===== config.mk =====
export PLATFORM = sky130hd
export DESIGN_NAME = stream_demux_reg
export DESIGN_NICKNAME = d
export VERILOG_FILES = /design/src/rtl/stream_demux_reg.sv
export SDC_FILE = /design/constraint.sdc
export NUM_CORES = 1
export LEC_CHECK = 0
export ABC_AREA = 1
export ABC_CLOCK_PERIOD_IN_PS = 2000
export CAP_MARGIN = 20
export CELL_PAD_IN_SITES_DETAIL_PLACEMENT = 1
export CELL_PAD_IN_SITES_GLOBAL_PLACEMENT = 1
export CORE_UTILIZATION = 25
export DETAILED_ROUTE_END_ITERATION = 8
export PLACE_DENSITY_LB_ADDON = 0.1
export SLEW_MARGIN = 20
export SYNTH_ARGS = -nofsm -noshare
export SYNTH_HDL_FRONTEND = slang
export SYNTH_SLANG_ARGS = --single-unit

===== constraint.sdc =====
create_clock -name clk_i -period 2 [get_ports clk_i]
set_input_delay 0.5 -clock clk_i [delete_from_list [all_inputs] [get_ports clk_i]]
set_output_delay 0.5 -clock clk_i [all_outputs]
set_load 0.02 [all_outputs]

===== src/rtl/stream_demux_reg.sv =====
// Registered 1-to-N stream demux, one 2-entry FIFO per output.
// Define STREAM_DEMUX_REG_DROP_EN to drop and count out-of-range beats.
module stream_demux_reg #(
  parameter int DATA_W    = 1,
  parameter int N_OUP     = 2,
  parameter int LOG_N_OUP = (N_OUP > 1) ? $clog2(N_OUP) : 1
) (
  input  logic                           clk_i,
  input  logic                           rst_i,
  input  logic [DATA_W-1:0]              inp_data_i,
  input  logic                           inp_valid_i,
  output logic                           inp_ready_o,
  input  logic [LOG_N_OUP-1:0]           inp_sel_i,
  output logic [N_OUP-1:0][DATA_W-1:0]   oup_data_o,
  output logic [N_OUP-1:0]               oup_valid_o,
  input  logic [N_OUP-1:0]               oup_ready_i,
  output logic [15:0]                    drop_cnt_o
);

  localparam logic [31:0] N_U = 32'(N_OUP);

  logic             in_range;
  logic             sel_full;
  logic [N_OUP-1:0] full;

  assign in_range = (32'(inp_sel_i) < N_U);

  always_comb begin
    sel_full = 1'b0;
    for (int i = 0; i < N_OUP; i++) begin
      if (inp_sel_i == LOG_N_OUP'(i) && full[i]) sel_full = 1'b1;
    end
  end

`ifdef STREAM_DEMUX_REG_DROP_EN
  logic drop;

  assign inp_ready_o = !in_range || !sel_full;
  assign drop        = inp_valid_i && !in_range;

  always_ff @(posedge clk_i) begin
    if (rst_i) begin
      drop_cnt_o <= '0;
    end else if (drop && drop_cnt_o != 16'hFFFF) begin
      drop_cnt_o <= drop_cnt_o + 16'd1;
    end
  end
`else
  assign inp_ready_o = in_range && !sel_full;
  assign drop_cnt_o  = '0;
`endif

  for (genvar g = 0; g < N_OUP; g++) begin : g_oup
    logic [DATA_W-1:0] mem [2];
    logic              wr_ptr;
    logic              rd_ptr;
    logic [1:0]        count;
    logic              push;
    logic              pop;

    assign push = inp_valid_i && inp_ready_o && in_range &&
                  (inp_sel_i == LOG_N_OUP'(g));
    assign pop  = oup_valid_o[g] && oup_ready_i[g];

    assign full[g]        = (count == 2'd2);
    assign oup_valid_o[g] = (count != 2'd0);
    assign oup_data_o[g]  = mem[rd_ptr];

    always_ff @(posedge clk_i) begin
      if (rst_i) begin
        count  <= 2'd0;
        wr_ptr <= 1'b0;
        rd_ptr <= 1'b0;
      end else begin
        if (push) wr_ptr <= ~wr_ptr;
        if (pop)  rd_ptr <= ~rd_ptr;
        case ({push, pop})
          2'b10:   count <= count + 2'd1;
          2'b01:   count <= count - 2'd1;
          default: count <= count;
        endcase
      end
    end

    // storage is left unreset; pointers gate what becomes visible
    always_ff @(posedge clk_i) begin
      if (push) mem[wr_ptr] <= inp_data_i;
    end
  end

endmodule

# Word level (Yosys, flattened, before mapping)
# Memory sizes are Yosys's and may differ from the RTL's. A register that Yosys moved wholly into a read port is not among the register bits.
# Index checks and enable logic that the tools add are counted.
[classes] add_sub_neg=4 eq_ne=6 muxes=12 bitwise_logic=5 reduce_logical=12
[ops] cell="$mux 1" n=10
[ops] cell="$eq 2x2->1 const B" n=4
[ops] cell="$pmux 2 s2" n=2
[ops] cell="$reduce_bool 2->1" n=4
[ops] cell="$logic_and 1x1->1" n=7
[ops] cell="$not 1->1" n=5
[ops] cell="$add 2x1->2 const B" n=2
[ops] cell="$eq 2x1->1 const B" n=2
[ops] cell="$sub 2x1->2 const B" n=2
[ops] cell="$logic_not 1->1" n=1
[word_totals] register_bits=8 ramBits=4 in_bits=7 output_inout_bits=21 mem_count=2
[memory_table] memory="g_oup[0].mem" depth=2 word_bits=1 rd=1 rd_ports_with_merged_regs=1 wr=1 line_no="54" text="logic [DATA_W-1:0] mem [2];"
[memory_table] memory="g_oup[1].mem" depth=2 word_bits=1 rd=1 rd_ports_with_merged_regs=1 wr=1 line_no="54"

# Depth between registers and ports, before layout
[logic_depth] ltp_word=9 depth_mapped=9 depth_no_buf=9

# Worst setup path before layout
# No wires, ideal clock.
[synth_timing] path_type="input -> register" start="input inp_sel_i" end="register g_oup[0].count[1]" t_arrival_ns=1.295 setup_slack_ns=0.587 path_stages=7 n_path_buf=0 path_cell_list="inv_1 -> o211ai_2 -> ha_1 -> inv_1 -> nand2_1 -> nor3_1 -> nor2_1"
[synth_via] elab_chain_len=9 word_cells_on_any_way=12 classes_between="eq/ne (2); mux (3); bitwise (1); reduce/logical (6)"
[synth_rtl] item="from (decl)" line_no="13" text="input logic [LOG_N_OUP-1:0] inp_sel_i,"
[synth_rtl] item="$not 1->1" line_no="31, 62"
[synth_rtl] item="$logic_and 1x1->1" line_no="31" text="if (inp_sel_i == LOG_N_OUP'(i) && full[i]) sel_full = 1'b1;"
[synth_rtl] item="$mux 1 (2 in series)" line_no="31"
[synth_rtl] item="$logic_not 1->1" line_no="49" text="assign inp_ready_o = in_range && !sel_full;"
[synth_rtl] item="$logic_and 1x1->1" line_no="61" text="assign push = inp_valid_i && inp_ready_o && in_range &&"
[synth_rtl] item="$logic_and 1x1->1 (*)" line_no="61"
[synth_rtl] item="$eq 2x1->1 / $eq 2x2->1 (equally long branches)" line_no="77" text="case ({push, pop})"
[synth_rtl] item="$pmux 2 s2 / $reduce_bool 2->1 (equally long branches)"
[synth_rtl] item="to (signal assigned)" line_no="78" text="2'b10: count <= count + 2'd1;"
[synth_rtl] item="to (signal assigned)" line_no="79" text="2'b01: count <= count - 2'd1;"
[synth_rtl] item="to (signal assigned)" line_no="80" text="default: count <= count;"
[synth_rtl] item="to (decl)" line_no="57" text="logic [1:0] count;"
# Mark *: on every way between the ends. The rest lies on a longest branch, timed or not.
# A chain may end at the register's enable or synchronous reset.

# Final worst setup path
[layout_timing] start="register g_oup[1].count[1]" end="output oup_valid_o[1]"
[layout_via] elab_chain_len=1
[layout_rtl] item="from (decl)" line_no="57"
[layout_rtl] item="from (signal assigned)" line_no="78"
[layout_rtl] item="from (signal assigned)" line_no="79"
[layout_rtl] item="from (signal assigned)" line_no="80"
[layout_rtl] item="$reduce_bool 2->1" line_no="66" text="assign oup_valid_o[g] = (count != 2'd0);"
[layout_rtl] item="to (decl)" line_no="15" text="output logic [N_OUP-1:0] oup_valid_o,"
# No other way between the ends.

==> flow_summary_export.csv <==
group,metric,value,unit
critical_path,startpoint,"g_oup[1].count[1]$_SDFFE_PP0P_",
yosys,synth_edf_count,4,
routing,viasPerCell,4.050,
power,power.density,853.8,mW/mm^2
clock_tree,cts_tree,"done",
layout,final_util,32.33,%
sta,fin_skew,0.006347,ns
power,total_power,0.0007809,W
floorplan,ioPinCount,28,
sta,rsz0062_at_grt,"false",
sta,max_freq,0.5229,GHz
worst_hold_path,hp-class,"flip-flop to flip-flop",
job,cap_violations,0,
routing,wl_per_cell,9.640,um
yosys,synth_cell_types,23,
critical_path,crit_buf_inv,2,
yosys,synthFlopType,"dfxtp_1",
routing,drt_iter0_markers,9,
global_routing,antenna_found_initial,0,
floorplan,fp.coreArea,0.002829,mm^2
power,vdd.ir_drop.worst,186.2,uV
clock_tree,cts_buffer_depth,2,
worst_hold_path,hp-start,"g_oup[1].rd_ptr$_SDFFE_PP0P_",
yosys,synth_area,764.5,um^2
floorplan,rows,19,
yosys,yosysSeqAreaShare,41.90,%
clock_tree,clock_sinks,14,
yosys,syn-mean-instance-area,8.590,um^2
critical_path,slowest_delay,0.59,ns
sta,setup-violations-final,0,
yosys,postSynthCellCount,89,
clock_tree,cts-root-buf,"clkbuf_4",
critical_path,r2r-start,"g_oup[0].count[0]$_SDFFE_PP0P_",
yosys,synth_seq_cells,14,
run_status,status,"finished, violations left",
yosys,ys_warn_count,0,
place,io_buffers,11,
critical_path,crit_type,"flip-flop to primary output",
sta,hold_viol_final,0,
routing,num_vias,563,
floorplan,die_area,0.003283,mm^2
global_routing,first_global_vias,541,
worst_hold_path,min_path_cells,1,
global_routing,grt_first_pass_wirelength,2194,um
global_routing,grt_use_total,9.104,%
routing,firstDrtPassIters,7,
floorplan,die_h,57.30,um
critical_path,crit_slowest_cell,"clkdlybuf4s50_1",
critical_path,reg2reg_depth,7,
clock_tree,path_clk_slew,0.09,ns
critical_path,required,1.50,ns
sta,final-max-slew-violation-count,0,
place,gp_congestion,0.6425,
critical_path,crit_family,"buffers and inverters",
yosys,async_reset_ff_share,0,%
global_routing,grt_start_max_net_pins,9,
critical_path,cp.depth,3,
power,power.leakage,0.4295,nW
floorplan,dieWidth,57.30,um
critical_path,cp.arrival,1.41,ns
critical_path,endpoint_kind,"primary output",
layout,fin_cells,139,
sta,period_share,95.63,%
place,dp.cells,135,
run_status,violations,"DRC",
critical_path,start_kind,"flip-flop",
global_routing,grt_overflow,0,
floorplan,start_util,27.02,%
routing,drc_errors,1,
clock_tree,worstSkewPairLatency,0.28,ns
critical_path,cp_max_fo,4,
layout,area_growth,19.64,%
routing,ant_nets,0,
routing,finalWirelength,1340,um
critical_path,path_cells,"inv_1 -> nand2_1 -> clkdlybuf4s50_1",
clock_tree,cts-buffers-inserted,3,
place,dp.final_hpwl,1044,um
layout,drive_above_1_share,19.44,%
sta,fin_crit,1.913,ns
clock_tree,htreeDepth,1,
layout,nets,118,
layout,n_antenna_cell,0,
==> path summary, 6_finish.rpt <==
path / endpoint / slack, ns
worst max-delay path: oup_valid_o[1] / 0.09
worst min-delay path: g_oup[1].rd_ptr$_SDFFE_PP0P_ / 0.46
worst min register to register: g_oup[1].rd_ptr$_SDFFE_PP0P_ / 0.46
worst max register to register: g_oup[0].count[1]$_SDFFE_PP0P_ / 0.53
==> power by group <==
part | total, W | leakage, nW | internal (W) | switching, W
Clock | 0.000170 | 0.0154 | 0.0000723 | 0.0000972
Sequential | 0.000358 | 0.119 | 0.000328 | 0.0000300
Combinational | 0.000253 | 0.295 | 0.000107 | 0.000146
Total | 0.000781 | 0.429 | 0.000507 | 0.000274
==> cells in the final DEF, fill, tap and decap left out, drive strengths merged, types with 3 or more instances in the layout <==
master and n:
conb 16, nor2 11, inv 11, nand2 10
dfxtp 10, clkdlybuf4s50 8, a21oi 7, o21ai 7
buf 6, edfxtp 4, clkbuf 3
==> synth_stat cells, types with 2 or more instances <==
| master | n | area share, % |
|---|---|---|
| nand2_1 | 9 | 4.4 |
| edfxtp_1 | 4 | 16 |
| dfxtp_1 | 10 | 26 |
| inv_2 | 2 | 0.98 |
| o21ai_1 | 6 | 3.9 |
| nor2_2 | 2 | 1.6 |
| a21oi_1 | 7 | 4.6 |
| nor2_1 | 9 | 4.4 |
| mux2_1 | 2 | 2.9 |
| buf_4 | 16 | 16 |
| nor3_1 | 2 | 1.3 |
| ha_1 | 2 | 3.3 |
| inv_1 | 8 | 3.9 |
==> through the flow <==
step,hold WS (ns),setup slack [ns],setup TNS [ns],cell area [um^2]
floorplan,0.4308,0.5867,0,820.8
global placement,0.4438,-0.3368,-0.3368,887.1
detailed placement,0.4534,-0.3144,-0.3144,887.1
CTS,0.4653,0.003925,0,908.4
global route,0.4878,0.006531,0,914.6
finish,0.4620,0.08741,0,914.6
==> worst reg2reg max path: stages (launching register included) <==
cell,delay [ns]
dfxtp_1,0.35
buf_4,0.16
o21a_4,0.23
ha_1,0.28
inv_1,0.09
nand2_1,0.07
nor3_1,0.13
nor2_1,0.06
==> logic make-up (layout without fill, tap and decap cells) <==
group	Yosys count	in the layout	share of synthesized area (%)
compound gates	17	17	14.40
other cells	1	16	0.4905
flops	14	14	41.90
buf+inv	27	31	21.44
fa+ha+maj	2	2	3.273
mux	2	2	2.946
simple gates	26	26	15.55
==> what timing repair did <==
| action | in CTS | in global routing |
|---|---|---|
| setup buffers | 0 | 0 |
| endpoints found under the setup margin | 1 | 3 |
| hold buffers | 0 | 0 |
| resized for setup | 4 | 3 |
| pin swaps | 0 | 0 |
==> metal layers <==
metal,track usage [%],part of all wire [%]
met1,10.25,49
met2,15.29,44
met3,1.361,4.5
met4,7.317,1.4
met5,0,0
==> area by class of cell <==
cell class              count  area (um^2)
multi-input cells          63        336.6
clock buffers               3        22.52
inverters                  11        43.79
flip-flops and latches     14        321.6
well taps                  31        38.79
repair buffers             16        147.6
clock inverters             1        3.754
fillers                   349         1914
(Power assumes the default switching activity.)
